`config.mk`:
```
export PLATFORM = sky130hd
export DESIGN_NAME = mem_port_arbiter_flat
export DESIGN_NICKNAME = d
export VERILOG_FILES = /design/src/rtl/arb_pkg.sv /design/src/rtl/mem_port_arbiter_if.sv /design/src/rtl/rr_pick.sv /design/src/rtl/mem_port_arbiter.sv /design/src/flat_wrapper.sv
export SDC_FILE = /design/constraint.sdc
export NUM_CORES = 1
export LEC_CHECK = 0
export ABC_AREA = 1
export CAP_MARGIN = 15
export CELL_PAD_IN_SITES_DETAIL_PLACEMENT = 1
export CELL_PAD_IN_SITES_GLOBAL_PLACEMENT = 2
export CORE_MARGIN = 3
export CORE_UTILIZATION = 28
export CTS_CLUSTER_DIAMETER = 150
export DETAILED_ROUTE_END_ITERATION = 6
export GPL_TIMING_DRIVEN = 0
export PLACE_DENSITY_LB_ADDON = 0.1
export SYNTH_ARGS = -nofsm -noshare
export SYNTH_HDL_FRONTEND = slang
export SYNTH_HIERARCHICAL = 1
export SYNTH_SLANG_ARGS = --single-unit
```
`constraint.sdc`:
```
create_clock -name clk -period 2.4 [get_ports clk]
set_clock_uncertainty 0.15 [all_clocks]
set_input_delay 0.72 -clock clk [delete_from_list [all_inputs] [get_ports clk]]
set_output_delay 0.72 -clock clk [all_outputs]
set_load 0.01 [all_outputs]
```
`src/rtl/arb_pkg.sv`:
```
// Shared constants, state encoding and helpers for the memory port arbiter.
package arb_pkg;

  localparam int unsigned NUM_REQ       = 4;
  localparam int unsigned SEL_W         = 2;
  localparam int unsigned TIMEOUT_CNT_W = 16;

  typedef enum logic {
    IDLE = 1'b0,
    BUSY = 1'b1
  } arb_state_e;

  // Binary requester index to one-hot grant/done vector.
  function automatic logic [NUM_REQ-1:0] sel_to_onehot(input logic [SEL_W-1:0] sel);
    return NUM_REQ'(1) << sel;
  endfunction

endpackage

```
`src/rtl/mem_port_arbiter_if.sv`:
```
// Requester/memory-side signal bundle of the memory port arbiter.
interface mem_port_arbiter_if;
  import arb_pkg::*;

  logic [NUM_REQ-1:0] req;
  logic               mem_ready;
  logic [SEL_W-1:0]   select;
  logic [NUM_REQ-1:0] grant;
  logic               mem_valid;
  logic [NUM_REQ-1:0] done;
  logic               timeout_err;

  // Arbiter side.
  modport slave (
    input  req, mem_ready,
    output select, grant, mem_valid, done, timeout_err
  );

  // Requester / memory side.
  modport master (
    output req, mem_ready,
    input  select, grant, mem_valid, done, timeout_err
  );

endinterface

```
`src/rtl/rr_pick.sv`:
```
// Round-robin pick: first set request scanning upward from last_grant+1 with wrap.
module rr_pick
  import arb_pkg::*;
(
  input  logic [NUM_REQ-1:0] req,
  input  logic [SEL_W-1:0]   last_grant,
  output logic               found,
  output logic [SEL_W-1:0]   idx,
  output logic [NUM_REQ-1:0] one_hot
);

  logic [SEL_W-1:0] cand;

  // Priority scan; the 2-bit add wraps naturally, k=NUM_REQ revisits last_grant itself.
  always_comb begin
    found   = 1'b0;
    idx     = '0;
    cand    = '0;
    for (int k = 1; k <= int'(NUM_REQ); k++) begin
      cand = SEL_W'(last_grant + SEL_W'(k));
      if (!found && req[cand]) begin
        found = 1'b1;
        idx   = cand;
      end
    end
    one_hot = found ? sel_to_onehot(idx) : '0;
  end

endmodule

```
`src/rtl/mem_port_arbiter.sv`:
```
// Round-robin arbiter for the shared 32-bit memory port (4 requesters).
// Optional build macro ARB_TIMEOUT_EN: abort a transfer stuck in BUSY for
// TIMEOUT_CYCLES cycles and pulse timeout_err.
module mem_port_arbiter
  import arb_pkg::*;
#(
  parameter int unsigned TIMEOUT_CYCLES = 255
) (
  input  logic               clk,
  input  logic               rst_n,
  mem_port_arbiter_if.slave  bus
);

  // Reject out-of-range timeout limits at elaboration.
  if (TIMEOUT_CYCLES < 1 || TIMEOUT_CYCLES > 65535) begin : g_bad_timeout
    $error("mem_port_arbiter: TIMEOUT_CYCLES out of range 1..65535");
  end

  arb_state_e         state_q, state_d;
  logic [SEL_W-1:0]   select_q, select_d;
  logic [SEL_W-1:0]   last_q, last_d;
  logic [NUM_REQ-1:0] grant_q, grant_d;
  logic               valid_q, valid_d;
  logic [NUM_REQ-1:0] done_q, done_d;

  logic               pick_found;
  logic [SEL_W-1:0]   pick_idx;
  logic [NUM_REQ-1:0] pick_onehot;

`ifdef ARB_TIMEOUT_EN
  localparam logic [TIMEOUT_CNT_W-1:0] TMO_LIMIT = TIMEOUT_CNT_W'(TIMEOUT_CYCLES);
  logic [TIMEOUT_CNT_W-1:0] cnt_q, cnt_d;
  logic                     terr_q, terr_d;
`endif

  rr_pick u_pick (
    .req        (bus.req),
    .last_grant (last_q),
    .found      (pick_found),
    .idx        (pick_idx),
    .one_hot    (pick_onehot)
  );

  // State and output registers; reset leaves requester 0 at top priority.
  always_ff @(posedge clk or negedge rst_n) begin
    if (!rst_n) begin
      state_q  <= IDLE;
      select_q <= '0;
      last_q   <= SEL_W'(NUM_REQ - 1);
      grant_q  <= '0;
      valid_q  <= 1'b0;
      done_q   <= '0;
`ifdef ARB_TIMEOUT_EN
      cnt_q    <= '0;
      terr_q   <= 1'b0;
`endif
    end else begin
      state_q  <= state_d;
      select_q <= select_d;
      last_q   <= last_d;
      grant_q  <= grant_d;
      valid_q  <= valid_d;
      done_q   <= done_d;
`ifdef ARB_TIMEOUT_EN
      cnt_q    <= cnt_d;
      terr_q   <= terr_d;
`endif
    end
  end

  // Next state: arbitrate in IDLE, hold the grant in BUSY until completion (or abort).
  always_comb begin
    state_d  = state_q;
    select_d = select_q;
    last_d   = last_q;
    grant_d  = grant_q;
    valid_d  = valid_q;
    done_d   = '0;
`ifdef ARB_TIMEOUT_EN
    cnt_d    = cnt_q;
    terr_d   = 1'b0;
`endif
    unique case (state_q)
      IDLE: begin
        grant_d = '0;
        valid_d = 1'b0;
        if (pick_found) begin
          state_d  = BUSY;
          select_d = pick_idx;
          grant_d  = pick_onehot;
          valid_d  = 1'b1;
`ifdef ARB_TIMEOUT_EN
          cnt_d    = '0;
`endif
        end
      end
      BUSY: begin
        if (bus.mem_ready) begin
          state_d = IDLE;
          done_d  = sel_to_onehot(select_q);
          grant_d = '0;
          valid_d = 1'b0;
          last_d  = select_q;
        end
`ifdef ARB_TIMEOUT_EN
        else begin
          cnt_d = cnt_q + TIMEOUT_CNT_W'(1);
          if (cnt_d == TMO_LIMIT) begin
            state_d = IDLE;
            terr_d  = 1'b1;
            grant_d = '0;
            valid_d = 1'b0;
            last_d  = select_q;
          end
        end
`endif
      end
      default: state_d = IDLE;
    endcase
  end

  assign bus.select    = select_q;
  assign bus.grant     = grant_q;
  assign bus.mem_valid = valid_q;
  assign bus.done      = done_q;
`ifdef ARB_TIMEOUT_EN
  assign bus.timeout_err = terr_q;
`else
  assign bus.timeout_err = 1'b0;
`endif

endmodule

```
`src/flat_wrapper.sv`:
```
// flat-port wrapper written by rule: the top's interface ports become plain ports
module mem_port_arbiter_flat import arb_pkg::*;
#(
  parameter int unsigned TIMEOUT_CYCLES = 255
)
  (clk, rst_n, bus_req, bus_mem_ready, bus_select, bus_grant, bus_mem_valid, bus_done, bus_timeout_err);
  mem_port_arbiter_if bus_i ();
  input  logic clk;
  input  logic rst_n;
  input wire logic [$bits(bus_i.req)-1:0] bus_req;
  input wire logic [$bits(bus_i.mem_ready)-1:0] bus_mem_ready;
  output wire logic [$bits(bus_i.select)-1:0] bus_select;
  output wire logic [$bits(bus_i.grant)-1:0] bus_grant;
  output wire logic [$bits(bus_i.mem_valid)-1:0] bus_mem_valid;
  output wire logic [$bits(bus_i.done)-1:0] bus_done;
  output wire logic [$bits(bus_i.timeout_err)-1:0] bus_timeout_err;
  assign bus_i.req = bus_req;
  assign bus_i.mem_ready = bus_mem_ready;
  assign bus_select = bus_i.select;
  assign bus_grant = bus_i.grant;
  assign bus_mem_valid = bus_i.mem_valid;
  assign bus_done = bus_i.done;
  assign bus_timeout_err = bus_i.timeout_err;
  mem_port_arbiter #(.TIMEOUT_CYCLES(TIMEOUT_CYCLES)) u_core (.clk(clk), .rst_n(rst_n), .bus(bus_i));
endmodule
```
### Yosys cells after proc, flatten, opt, wreduce, memory -nomap -nowiden

Index checks and enable logic that the tools add are counted.

| operators by class | value |
|---|---|
| add/subtract/negate cells | 3 |
| multipliers | 0 |
| div/mod/pow operators | 0 |
| magnitude comparators | 4 |
| eq/ne operators | 1 |
| shifts and indexed selects | 2 |
| mux-type cells | 26 |
| bitwise gates (word level) | 1 |
| reductions and logical operators | 8 |

Operators by type and width:

| operator | number |
|---|---|
| 4-bit two-way mux | 4 |
| 2-bit by 3-bit < comparator with 1-bit output (second input constant) | 4 |
| 1-bit two-way mux | 11 |
| 1-bit binary-select mux with 2-bit select | 4 |
| 2-bit two-way mux | 4 |
| 4-bit one-hot mux with 2 select lines | 1 |
| 1-bit by 2-bit left shift with 4-bit output (first input constant) | 2 |
| 2-bit adder (second input constant) | 2 |
| 1-bit one-hot mux with 2 select lines | 2 |
| 2-bit AND reduction | 2 |
| 1-bit logical AND | 3 |
| 1-bit zero test | 3 |
| 2-bit by 1-bit adder with 2-bit output (second input constant) | 1 |
| 2-bit inequality test (second input constant) | 1 |
| 1-bit NOT | 1 |

| storage, ports and cells | value |
|---|---|
| register bits | 14 |
| latch bits | 0 |
| bits in writable memories | 0 |
| bits in read-only memories | 0 |
| bits of input ports | 7 |
| output and inout port bits | 12 |
| logic and storage cells | 51 |
| memories | 0 |

### Depth between registers and ports, before layout

| depth | value |
|---|---|
| word-level depth | 16 |
| depth in mapped cells | 12 |
| depth with buffers taken out | 12 |

### Hierarchy

The synthesis kept the hierarchy.

Modules (own cells, without submodules):

| module | instances | cells each | area each (um^2) | seq. area each (um^2) |
|---|---|---|---|---|
| mem_port_arbiter | 1 | 53 | 554.3 | 352.8 |
| rr_pick | 1 | 64 | 342.8 | 0.0 |

### Least setup slack after synthesis

Ideal clock, no wire load.

| path | value |
|---|---|
| kind | in2reg |
| start | in bus_req[2] |
| end | reg u_core.grant_q[0] (netlist: u_core/bus.grant[0]) |
| setup time | 0.119 ns |
| data arrival time | 1.657 ns |
| required time | 2.131 ns |
| setup slack | 0.474 ns |
| stages on the path | 8 |
| path buffers | 0 |
| cells stage by stage | nand2_1 > nand2_2 > nor2_2 > nand4_1 > nand3_1 > nor2_1 > nand3_1 > nand2_1 |

| on the way | value |
|---|---|
| elaborated cells between the ends (all ways) | 25 |
| classes of those cells | 1 x shift; 18 x mux; 6 x reduce/logical |

RTL lines:

| element | RTL line | RTL |
|---|---|---|
| start, declared | flat_wrapper.sv:10 | `input wire logic [$bits(bus_i.req)-1:0] bus_req;` |
| 1-bit binary-select mux with 2-bit select | rr_pick.sv:21 | `if (!found && req[cand]) begin` |
| 1-bit two-way mux (not written as such) | rr_pick.sv:21 |  |
| 1-bit two-way mux | rr_pick.sv:21 |  |
| 1-bit zero test | rr_pick.sv:21 |  |
| 1-bit logical AND | rr_pick.sv:21 |  |
| 1-bit two-way mux | rr_pick.sv:21 |  |
| 1-bit zero test | rr_pick.sv:21 |  |
| 1-bit logical AND | rr_pick.sv:21 |  |
| 1-bit two-way mux | rr_pick.sv:21 |  |
| 1-bit zero test | rr_pick.sv:21 |  |
| 1-bit logical AND | rr_pick.sv:21 |  |
| 1-bit two-way mux * | rr_pick.sv:21 |  |
| net u_core.pick_found | mem_port_arbiter.sv:26 | `logic pick_found;` |
| 4-bit two-way mux * | mem_port_arbiter.sv:87 | `if (pick_found) begin` |
| 4-bit one-hot mux with 2 select lines * | mem_port_arbiter.sv:83 | `unique case (state_q)` |
| end signal, assigned | mem_port_arbiter.sv:61 | `grant_q <= grant_d;` |
| end, declared | mem_port_arbiter.sv:22 | `logic [NUM_REQ-1:0] grant_q, grant_d;` |

The timed path passes the listed nets; every way through them passes the cells marked *. The select of a mux whose other input is x is not followed.
A chain may end at the register's enable or synchronous reset.

### Worst setup path after layout

| path | value |
|---|---|
| start | reg u_core.select_q[0] (netlist: u_core/bus.select[0]) |
| end | out bus_select[0] |

RTL lines:

| element | RTL line | RTL |
|---|---|---|
| start, declared | mem_port_arbiter.sv:20 | `logic [SEL_W-1:0] select_q, select_d;` |
| start signal, assigned | mem_port_arbiter.sv:59 | `select_q <= select_d;` |
| end, declared | flat_wrapper.sv:12 | `output wire logic [$bits(bus_i.select)-1:0] bus_select;` |

No word-level cell between the ends.

==> out/results.ini <==
[cts]
ctsResizeCount = 0
cts_tree = done
cts.sinks = 14
hold_buffers = 0
cts_setup_buffers = 0
clockBufferDepth = 2
htreeDepth = 1
clk_latency_ns = 0.28
cts_buffers = 3
cts-root-buf = clkbuf_4
clkSlewWorstSetupHoldPaths_ns = 0.08

[timing]
fmax_mhz = 459
maxSlewHeadroom = 0.584
setup_slack_ns = 0.222
grt_setup_unrepaired = no
worst_slew_pin_slew_ns = 0.622
period_share = 0.907
finalSetupViolations = 0
slew_violations = 0
period_minus_slack_ns = 2.18
hold_violations = 0

[min_path]
hp-class = register to register

[layout]
finalNetCount = 147
fill_cells = 374
postLayoutCellArea_um2 = 1160
regArea_um2 = 353
multi_input_area_um2 = 475
finish.utilization = 0.401
final_layout_size_suffix_gt1_frac = 0.245
area_delta_synth_final_pct = 29.7
antennaDiodeCount = 0
fin_cells = 181

[power_and_ir_drop]
ir_worst_vdd_uv = 440
powerDensity_nw_per_um2 = 1360
p_leak_nw = 0.580

[floorplanning]
design.die.area_um2 = 3920
fp.dieW_um = 62.6
core.rowCount = 19
core_um2 = 2900
die_y_um = 62.6
num_io_pins = 19
initial_core_util = 0.309

[yosys]
synth-edff-count = 0
ys_types = 21
ys_dominant_reg_cell = dfrtp_1
synth_nets = 124
yosys.area.top_type = dfrtp_1
ys_ff_latch = 14
synth_most_common_cell = nand2_1
ys_seq_area_frac = 0.393
synth_top_area_frac = 0.335
synth_area_leaders = dfrtp_1 33%, nand2_1 14%, nand3_1 11%
async_reset_ff_frac = 1.00
syn_area_um2 = 897
postSynthCellCount = 117
yosys_warnings = 6
syn_avg_cell_area_um2 = 7.67
synth_common_cells = 34 x nand2_1, 19 x nand3_1, 12 x dfrtp_1

[critical_path]
crit_family = buffers and inverters
critPathKind = register to output pin
cp.required_ns = 1.53
crit_arrival_ns = 1.31
slowest_delay_ns = 0.58
path_buf_inv = 1
cpMaxStageDelayCell = clkdlybuf4s50_1
path_cells = clkdlybuf4s50_1
crit_path_max_fanout = 5
end_kind = output pin
critPathLaunchType = register

[routing]
vias_per_cell = 4.62
wl_per_cell_um = 11.8
post-route-drc-count = 0
drtPass1Iterations = 4
drt_iter0_markers = 15
ant_nets = 0
routed_wl_um = 2140
vias = 836

[placed_design]
dpl.cell_count = 176
gp_congestion = 0.749
place_area_um2 = 1120
io_buffers = 17
pre_cts_slack_ns = -0.212
hpwl_um = 1680

[global_route]
grt_use_total = 0.118
grt_pass1_vias = 835
antenna_found_initial = 0
grt_pass1_wl_um = 3810
grt_overflow = 0
grt_max_degree = 15

[run_status]
outcome = finished, final reports clean

[flow_run]
max_cap_viol_count = 0

[worst paths after layout]
path	slack, ns	cells after the start	start	to
worst min-delay path	0.34	2	u_core/last_q[0]	u_core/last_q[0]
worst min register to register	0.34	2	u_core/last_q[0]	u_core/last_q[0]
min in group asynchronous	0.67	1	rst_n	u_core/bus.done[2]
max in group asynchronous	1.03	1	rst_n	u_core/bus.grant[1]
worst max-delay path	0.22	1	u_core/bus.select[0]	bus_select[0]
worst max register to register	0.58	10	u_core/last_q[0]	u_core/bus.grant[3]
[kinds of logic (layout without fill, tap and decap cells)]
kind of cell	count (synthesis)	after routing	synth area share
buffers and inverters	12	34	0.0767
flip-flops	14	14	0.393
other	1	1	0.00418
AO/OA/AOI/OAI	3	3	0.0209
AND/OR/NAND/NOR	87	87	0.505
[registers in the layout, indices dropped and copies added (netlist names)]
signal                count
u_core/bus.mem_valid      1
u_core/last_q             2
u_core/bus.done           4
u_core/bus.grant          4
u_core/bus.select         2
u_core/state_q            1
[power breakdown]
group | internal, mW | switching (mW) | total, mW
registers | 0.332 | 0.0751 | 0.407
logic | 0.398 | 0.606 | 1.00
clock network | 0.0923 | 0.0765 | 0.169
total | 0.822 | 0.757 | 1.58
[routing by layer]
| layer | share of wire | global-route usage |
|---|---|---|
| met3 | 0.054 | 0.0396 |
| met5 | 0 | 0 |
| met4 | 0 | 0.0165 |
| met1 | 0.49 | 0.168 |
| met2 | 0.45 | 0.176 |
[per-stage QoR]
stage | setup TNS, ns | hold WS [ns] | total power [mW]
6_report | 0 | 0.341 | 1.58
5_1_grt | 0 | 0.378 | 1.74
4_1_cts | 0 | 0.347 | 1.60
3_5_place_dp | -0.677 | 0.333 | 1.42
3_3_place_gp | -0.366 | 0.324 | 1.40
2_1_floorplan | 0 | 0.274 | 1.14
[worst min-delay path, stage by stage, from the launching register on]
cell and delay (ns):
dfstp_2 0.39, nand2_1 0.06, nand2_1 0.04
[layout by cell type, fill, tap and decap left out, drive strengths merged]
cell / instances
dfrtp: 12
clkdlybuf4s50: 17
nor2: 11
o21ai: 2
a21oi: 1
conb: 1
nor3: 1
nand2: 49
buf: 4
inv: 9
dfstp: 2
clkbuf: 4
nand4: 6
nand3: 20
[layout make-up]
type | count | share of cell area
Sequential cell | 14 | 0.303
Clock buffer | 4 | 0.0312
Timing Repair Buffer | 18 | 0.153
Tap cell | 42 | 0.0452
Multi-Input combinational cell | 91 | 0.409
Buffer | 3 | 0.0258
Inverter | 9 | 0.0333
No activity file was read; power rests on OpenSTA's default activity.
